### src/rtl/ocext_axil_pkg.sv
// ocext_axil_pkg: AXI-Lite response codes, register-file FSM states and byte-lane merge
package ocext_axil_pkg;
   localparam logic [1:0] RESP_OKAY   = 2'b00;
   localparam logic [1:0] RESP_SLVERR = 2'b10;
   typedef enum logic [1:0] {W_IDLE, W_HAVE_AW, W_HAVE_W, W_RESP} wr_state_t;
   typedef enum logic {R_IDLE, R_RESP} rd_state_t;
   function automatic logic [31:0] strb_merge(input logic [31:0] old, input logic [31:0] data,
                                              input logic [3:0] strb);
      logic [31:0] r;
      for (int k = 0; k < 4; k++) r[8*k +: 8] = strb[k] ? data[8*k +: 8] : old[8*k +: 8];
      return r;
   endfunction
endpackage

### src/rtl/ocext_axil_regfile.sv
// ocext_axil_regfile: AXI-Lite slave exposing NUM_REGS 32-bit registers with per-register write strobes
module ocext_axil_regfile
   import ocext_axil_pkg::*;
#(
   parameter int ADDR_WIDTH = 32,
   parameter int DATA_WIDTH = 32,
   parameter int STRB_WIDTH = DATA_WIDTH/8,
   parameter int NUM_REGS = 16,
   parameter logic [NUM_REGS*32-1:0] RESET_VALUE = '0
) (
   input  logic                     clk,
   input  logic                     rst_n,
   input  logic [ADDR_WIDTH-1:0]    s_axil_awaddr,
   input  logic [2:0]               s_axil_awprot,
   input  logic                     s_axil_awvalid,
   output logic                     s_axil_awready,
   input  logic [DATA_WIDTH-1:0]    s_axil_wdata,
   input  logic [STRB_WIDTH-1:0]    s_axil_wstrb,
   input  logic                     s_axil_wvalid,
   output logic                     s_axil_wready,
   output logic [1:0]               s_axil_bresp,
   output logic                     s_axil_bvalid,
   input  logic                     s_axil_bready,
   input  logic [ADDR_WIDTH-1:0]    s_axil_araddr,
   input  logic [2:0]               s_axil_arprot,
   input  logic                     s_axil_arvalid,
   output logic                     s_axil_arready,
   output logic [DATA_WIDTH-1:0]    s_axil_rdata,
   output logic [1:0]               s_axil_rresp,
   output logic                     s_axil_rvalid,
   input  logic                     s_axil_rready,
   output logic [NUM_REGS*32-1:0]   reg_out,
   output logic [NUM_REGS-1:0]      wr_pulse
);
   localparam int IW = $clog2(NUM_REGS);
   localparam logic [ADDR_WIDTH-1:0] LIMIT = ADDR_WIDTH'(NUM_REGS*4);

   wr_state_t ws;
   rd_state_t rs;
   logic [ADDR_WIDTH-1:0] aw_q, c_addr;
   logic [DATA_WIDTH-1:0] wd_q, c_data;
   logic [STRB_WIDTH-1:0] wstrb_q, c_strb;
   logic [NUM_REGS*32-1:0] regs;
   logic aw_hs, w_hs, commit, c_in, r_in;
   logic [IW-1:0] c_idx, r_idx;
   logic unused_prot;

   assign unused_prot = ^{s_axil_awprot, s_axil_arprot};
   assign s_axil_awready = ws == W_IDLE || ws == W_HAVE_W;
   assign s_axil_wready = ws == W_IDLE || ws == W_HAVE_AW;
   assign s_axil_bvalid = ws == W_RESP;
   assign s_axil_arready = rs == R_IDLE;
   assign s_axil_rvalid = rs == R_RESP;
   assign reg_out = regs;
   assign aw_hs = s_axil_awvalid && s_axil_awready;
   assign w_hs = s_axil_wvalid && s_axil_wready;
   assign commit = (ws == W_IDLE && aw_hs && w_hs) || (ws == W_HAVE_AW && w_hs) || (ws == W_HAVE_W && aw_hs);
   // Whichever half arrived earlier comes from its latch, the other straight from the bus
   assign c_addr = ws == W_HAVE_AW ? aw_q : s_axil_awaddr;
   assign c_data = ws == W_HAVE_W ? wd_q : s_axil_wdata;
   assign c_strb = ws == W_HAVE_W ? wstrb_q : s_axil_wstrb;
   assign c_in = c_addr < LIMIT;
   assign c_idx = c_addr[IW+1:2];
   assign r_in = s_axil_araddr < LIMIT;
   assign r_idx = s_axil_araddr[IW+1:2];

   always_ff @(posedge clk) begin
      if (!rst_n) begin
         ws <= W_IDLE;
         aw_q <= '0;
         wd_q <= '0;
         wstrb_q <= '0;
         regs <= RESET_VALUE;
         wr_pulse <= '0;
         s_axil_bresp <= RESP_OKAY;
      end else begin
         wr_pulse <= '0;
         if (commit) begin
            ws <= W_RESP;
            s_axil_bresp <= c_in ? RESP_OKAY : RESP_SLVERR;
            if (c_in) begin
               regs[{c_idx, 5'd0} +: 32] <= strb_merge(regs[{c_idx, 5'd0} +: 32], c_data, c_strb);
               wr_pulse <= NUM_REGS'(1) << c_idx;
            end
         end else if (ws == W_IDLE && aw_hs) begin
            ws <= W_HAVE_AW;
            aw_q <= s_axil_awaddr;
         end else if (ws == W_IDLE && w_hs) begin
            ws <= W_HAVE_W;
            wd_q <= s_axil_wdata;
            wstrb_q <= s_axil_wstrb;
         end else if (ws == W_RESP && s_axil_bready) begin
            ws <= W_IDLE;
         end
      end
   end

   // Reads sample regs before any same-edge commit lands, so they return the old value
   always_ff @(posedge clk) begin
      if (!rst_n) begin
         rs <= R_IDLE;
         s_axil_rdata <= '0;
         s_axil_rresp <= RESP_OKAY;
      end else if (rs == R_IDLE && s_axil_arvalid) begin
         rs <= R_RESP;
         s_axil_rdata <= r_in ? regs[{r_idx, 5'd0} +: 32] : '0;
         s_axil_rresp <= r_in ? RESP_OKAY : RESP_SLVERR;
      end else if (rs == R_RESP && s_axil_rready) begin
         rs <= R_IDLE;
      end
   end
endmodule

### config.mk
export PLATFORM = sky130hd
export DESIGN_NAME = ocext_axil_regfile
export DESIGN_NICKNAME = d
export VERILOG_FILES = /design/src/rtl/ocext_axil_pkg.sv /design/src/rtl/ocext_axil_regfile.sv
export SDC_FILE = /design/constraint.sdc
export NUM_CORES = 2
export LEC_CHECK = 0
export ABC_CLOCK_PERIOD_IN_PS = 10500
export BUFFER_PORTS_ARGS = -buffer_cell sky130_fd_sc_hd__buf_2
export CAP_MARGIN = 20
export CORE_AREA = 2 2 267 269
export CTS_BUF_LIST = sky130_fd_sc_hd__clkbuf_16
export CTS_CLUSTER_SIZE = 24
export DETAILED_ROUTE_END_ITERATION = 8
export DIE_AREA = 0 0 269 271
export PLACE_DENSITY = 0.67
export SETUP_SLACK_MARGIN = 0.15
export SLEW_MARGIN = 0
export SYNTH_ARGS = -nofsm -noshare
export SYNTH_HDL_FRONTEND = slang
export SYNTH_SLANG_ARGS = --single-unit
export TNS_END_PERCENT = 50
### constraint.sdc
create_clock -name clk -period 10.5 [get_ports clk]
set_clock_uncertainty 0.2 [all_clocks]
set_input_delay 0.525 -clock clk [delete_from_list [all_inputs] [get_ports clk]]
set_output_delay 0.525 -clock clk [all_outputs]
set_load 0.02 [all_outputs]
======== Word level (Yosys, flattened, before mapping) ========
Index checks and enable logic that the tools add are counted.
storage, ports and cells
  register bits ........................... 635
  bits of input ports ..................... 113
  output and inout port bits .............. 569
  word-level logic and storage cells ...... 62
operators by class
  add/sub/neg operators ................... 1
  $lt $le $gt $ge ......................... 2
  equality and inequality tests ........... 3
  shifts and indexed selects .............. 5
  multiplexer cells ....................... 17
  bitwise operators ....................... 3
  reduce and logical (&&, ||, !) cells .... 21
operators by type and width
  operator                                                      number
  indexed part select 512 x 10 -> 32 bit                        2
  bitwise mux 512 bit                                           1
  variable shift 32 x 11 -> 512 bit (first input constant)      1
  indexed part select 32 x 11 -> 512 bit                        1
  two-way mux 32 bit                                            3
  less-than comparator 32 x 7 -> 1 bit (second input constant)  2
  two-way mux 8 bit                                             4
  << shifter 1 x 4 -> 16 bit (first input constant)             1
  two-way mux 2 bit                                             6
  negator 9 -> 11 bit                                           1
  logical AND 1 bit                                             10
  AND reduction 3 bit                                           2
  equality test 2 bit (second input constant)                   2
  logical OR 1 bit                                              4
  two-way mux 4 bit                                             1
  AND reduction 2 bit                                           2
  nonzero test 4 bit                                            1
  inverter 1 bit                                                3
  equality test 2 x 1 -> 1 bit (second input constant)          1
  logical NOT 2 bit                                             1
  two-way mux 1 bit                                             2
  nonzero test 2 bit                                            1

======== Longest topological paths before layout ========
  word-level depth ........................ 9
  depth in mapped cells ................... 15
  mapped depth without buffers ............ 10

======== Worst setup path before layout ========
Ideal clock, no wire load.
  path kind ............................... reg2reg
  start point ............................. register ws[1]
  end point ............................... register regs[10], in the netlist reg_out[10]
  setup time .............................. 132 ps
  arrival ................................. 3035 ps
  data required time ...................... 10168 ps
  slack ................................... 7133 ps
  cell stages (with the launch flop) ...... 15
  buffers on the path ..................... 4
  period minus slack after synthesis ...... 3367 ps
  cell sequence ........................... dfxtp_1 > nand2b_1 > buf_4 > mux2_4 > inv_2 > clkbuf_1 > ha_1 > ha_1 > nor2_1 > and3_1 > nand4_1 > buf_2 > clkbuf_1 > mux2i_1 > nor3_1
on the way
  cells in the longest elaborated chain, start to end .. 8
  elaborated cells on any way between the ends .. 27
  those cells by class .................... 1 x add/sub; 1 x order compare; 2 x eq/ne; 3 x shift; 8 x mux; 12 x reduce/logical
ends and longest elaborated chain
  what                                                                                            RTL line                  RTL
  start, declared                                                                                 ocext_axil_regfile.sv:38  wr_state_t ws;
  start signal, assigned                                                                          ocext_axil_regfile.sv:69  ws <= W_IDLE;
  start signal, assigned                                                                          ocext_axil_regfile.sv:79  ws <= W_RESP;
  start signal, assigned                                                                          ocext_axil_regfile.sv:86  ws <= W_HAVE_AW;
  parallel branches: the longest is 8 deep, another holds indexed part select 512 x 10 -> 32 bit  -
  end signal, assigned by index                                                                   ocext_axil_regfile.sv:82  regs[{c_idx, 5'd0} +: 32] <= strb_merge(regs[{c_idx, 5'd0} +: 32], c_data, c_strb);
  end, declared                                                                                   ocext_axil_regfile.sv:43  logic [NUM_REGS*32-1:0] regs;
Parallel ways; which one is timed is not known.
A chain may end at the register's enable or synchronous reset.

======== Worst setup path after layout ========
  start point ............................. register ws[1]
  end point ............................... register regs[66], in the netlist reg_out[66]
The elaborated chain is that of the path after synthesis.

==> results.toml <==
[status]
status = "finished clean"

[placement]
dpl.cell_count = 4179
numPortBuffers = 669
place.gp.congestion = 0.903
dp_hpwl_um = 92000

[power]
power.share.combinational = 0.103
vdd_ir_drop_max_uv = 128
p_int_w = 0.00400
total_power_w = 0.00549
leakagePower_nw = 14.8
switching_share = 0.271
seqPwrFrac = 0.440
clockPowerShare = 0.457
power.density_nw_per_um2 = 148
switching_power_w = 0.00149

[timing]
fin_hold_ws_ns = 0.0339
maxSlewHeadroom = 0.205
max_freq_ghz = 0.184
worst_slew_pin_slew_ns = 1.19
drv_slew = 0
finalCritPeriodShare = 0.517
rsz0062_at_grt = "no"
hold_viol = 0
final.setup.tns_ns = 0
period_minus_slack_ns = 5.42
setup_viol = 0

[grt]
grt_pass1_wl_um = 199000
grt_pass1_vias = 27109
grt_antenna_before_repair = 3
overflow = 0
grt_start_max_net_pins = 95
grtUsageTotal = 0.377

[floorplan]
row_count = 97
initial_core_util = 0.437
dieArea_um2 = 72900
die_x_um = 269
die_h_um = 271
core_um2 = 69800
pin_count = 682

[clock_network]
cts-resized-gates = 0
cts_tree = "yes"
clockRootBuffer = "clkbuf_16"
clkTransAtPathRegs_ns = 0.06
htree_levels = 3
cts.sinks = 631
clk_latency_ns = 0.62
postCtsHoldBufs = 67
post_cts_buffers = 0
numCtsBuffers = 70
cts_buffer_depth = 3

[routing]
postRouteAntennaNets = 0
wire_per_inst_um = 32.4
top_layer = "met4"
wl_met1_um = 51800
vias = 29227
via_per_inst = 6.68
firstDrtPassIters = 6
drc = 0
wl_met2_um = 63100
totalWireLength_um = 142000
wl_met3_um = 17800
detail_route.iter0.violations = 3710

[worst_setup_path]
reg2reg_from = "ws[1]$_SDFFE_PN0P_"
critPathRequiredTime_ns = 10.76
arrival_ns = 5.68
startpoint = "ws[1]$_SDFFE_PN0P_"
endpoint_kind = "flip-flop"
start_kind = "flip-flop"
critPathKind = "reg -> reg"
cp_max_fo = 42

[final_layout]
postLayoutCoreUtil = 0.532
area_delta_synth_final_pct = 21.7
final_common_cell = "buf_2"
drive_above_1_share = 0.316
fin_cells = 4376
fillers = 6244
layout_common_cells = "buf_2, dfxtp_1, o2bb2ai_1"
final_nets = 3498

[yosys]
syn_inst = 2814
ys_types = 49
ys_warn_count = 0
synthMuxAreaShare = 0.208
ys_seq_area_frac = 0.414
synth_top_family_by_area = "compound AO/OA/AOI/OAI gates"
synthArstFlopShare = 0
synth-compound-area-share = 0.240
synth-simple-area-share = 0.0874
ys_ff_latch = 631
synth_adder_area_share = 0.00246
ys.flop_type = "dfxtp_1"
synth-xor-area-share = 0
synth-edff-count = 0
syn_area_um2 = 30500
avgSynthCellArea_um2 = 10.8

[worst_hold_path]
min_from = "s_axil_arvalid"
min_path_type = "in -> reg"

[run]
maxCapViolations = 0
==> worst paths after layout <==
| check | endpoint | slack, ns | cells after the start |
|---|---|---|---|
| max | reg_out[66]$_SDFFE_PN0P_ | 5.08 | 10 |
| min | s_axil_rresp[1]$_SDFFE_PN0P_ | 0.03 | 3 |
| max reg2reg | reg_out[66]$_SDFFE_PN0P_ | 5.08 | 10 |
| min reg2reg | aw_q[27]$_SDFFE_PN0P_ | 0.26 | 2 |
==> per-layer routing <==
metal / GRT usage / up-vias
met4: 0.209 / 0
met2: 0.579 / 2126
met3: 0.121 / 504
met5: 0 / -
met1: 0.465 / 14517
li1: - / 12080
==> logic make-up (layout without fill, tap and decap cells) <==
kind of cell / Yosys count / count (layout)
buffers and inverters: 314 / 931
muxes: 431 / 431
and+or+nand+nor: 561 / 561
DFF: 631 / 631
AOI/OAI and AO/OA: 870 / 870
adders and majority gates: 6 / 6
other: 1 / 6
==> cells in the mapped netlist (34+ instances only) <==
cell type	number	area, um^2
buf_4	40	300
nand2_1	272	1020
nor3_1	35	175
buf_2	54	270
mux2i_1	263	2630
clkbuf_1	180	676
dfxtp_1	631	12600
o2bb2ai_1	480	4200
a21oi_1	137	686
o22ai_1	65	407
nor4_1	50	313
nor2_1	44	165
nand3_1	34	170
mux4_2	160	3600
nand2b_1	68	425
==> stage by stage <==
| step | setup slack (ns) | area (um^2) |
|---|---|---|
| 5_1_grt | 4.99 | 37100 |
| 4_1_cts | 5.27 | 37100 |
| 3_3_place_gp | 4.89 | 34100 |
| 3_5_place_dp | 4.83 | 34200 |
| 2_1_floorplan | 7.13 | 30500 |
| 6_report | 5.08 | 37100 |
==> layout make-up <==
type                    instances  area [um^2]  share of cell area
inverters                      12         50.0             0.00135
multi-input cells            1870        16500               0.444
clock inverters                53          487              0.0131
repair buffers                794         4480               0.121
flip-flops and latches        631        12600               0.340
diodes                          4         10.0            0.000270
well taps                     940         1180              0.0317
clock buffers                  72         1800              0.0485
==> state kept, by name, indices dropped and copies added, names as in the netlist <==
register,flops
reg_out,512
s_axil_rdata,32
wd_q,32
aw_q,30
wr_pulse,16
wstrb_q,4
ws,2
s_axil_bresp,1
s_axil_rresp,1
s_axil_rvalid,1
==> critical path: stages (launching register included) <==
cell       delay [ns]
dfxtp_1          0.68
nand2b_2         0.26
buf_4            0.63
mux2_4           0.40
inv_2            0.09
buf_4            0.33
nand2_2          0.50
buf_4            0.52
o22ai_1          0.39
o41ai_4          1.09
o2bb2ai_1        0.13
==> power groups by stage <==
| stage | registers (W) | logic (W) | clock network, W |
|---|---|---|---|
| 6_report | 0.00241 | 0.000566 | 0.00251 |
| 3_5_place_dp | 0.00247 | 0.000526 | 0 |
| 3_3_place_gp | 0.00247 | 0.000524 | 0 |
| 5_1_grt | 0.00241 | 0.000583 | 0.00261 |
| 2_1_floorplan | 0.00246 | 0.000351 | 0 |
| 4_1_cts | 0.00241 | 0.000549 | 0.00252 |
Note: power is estimated with default switching activity, not from simulation.
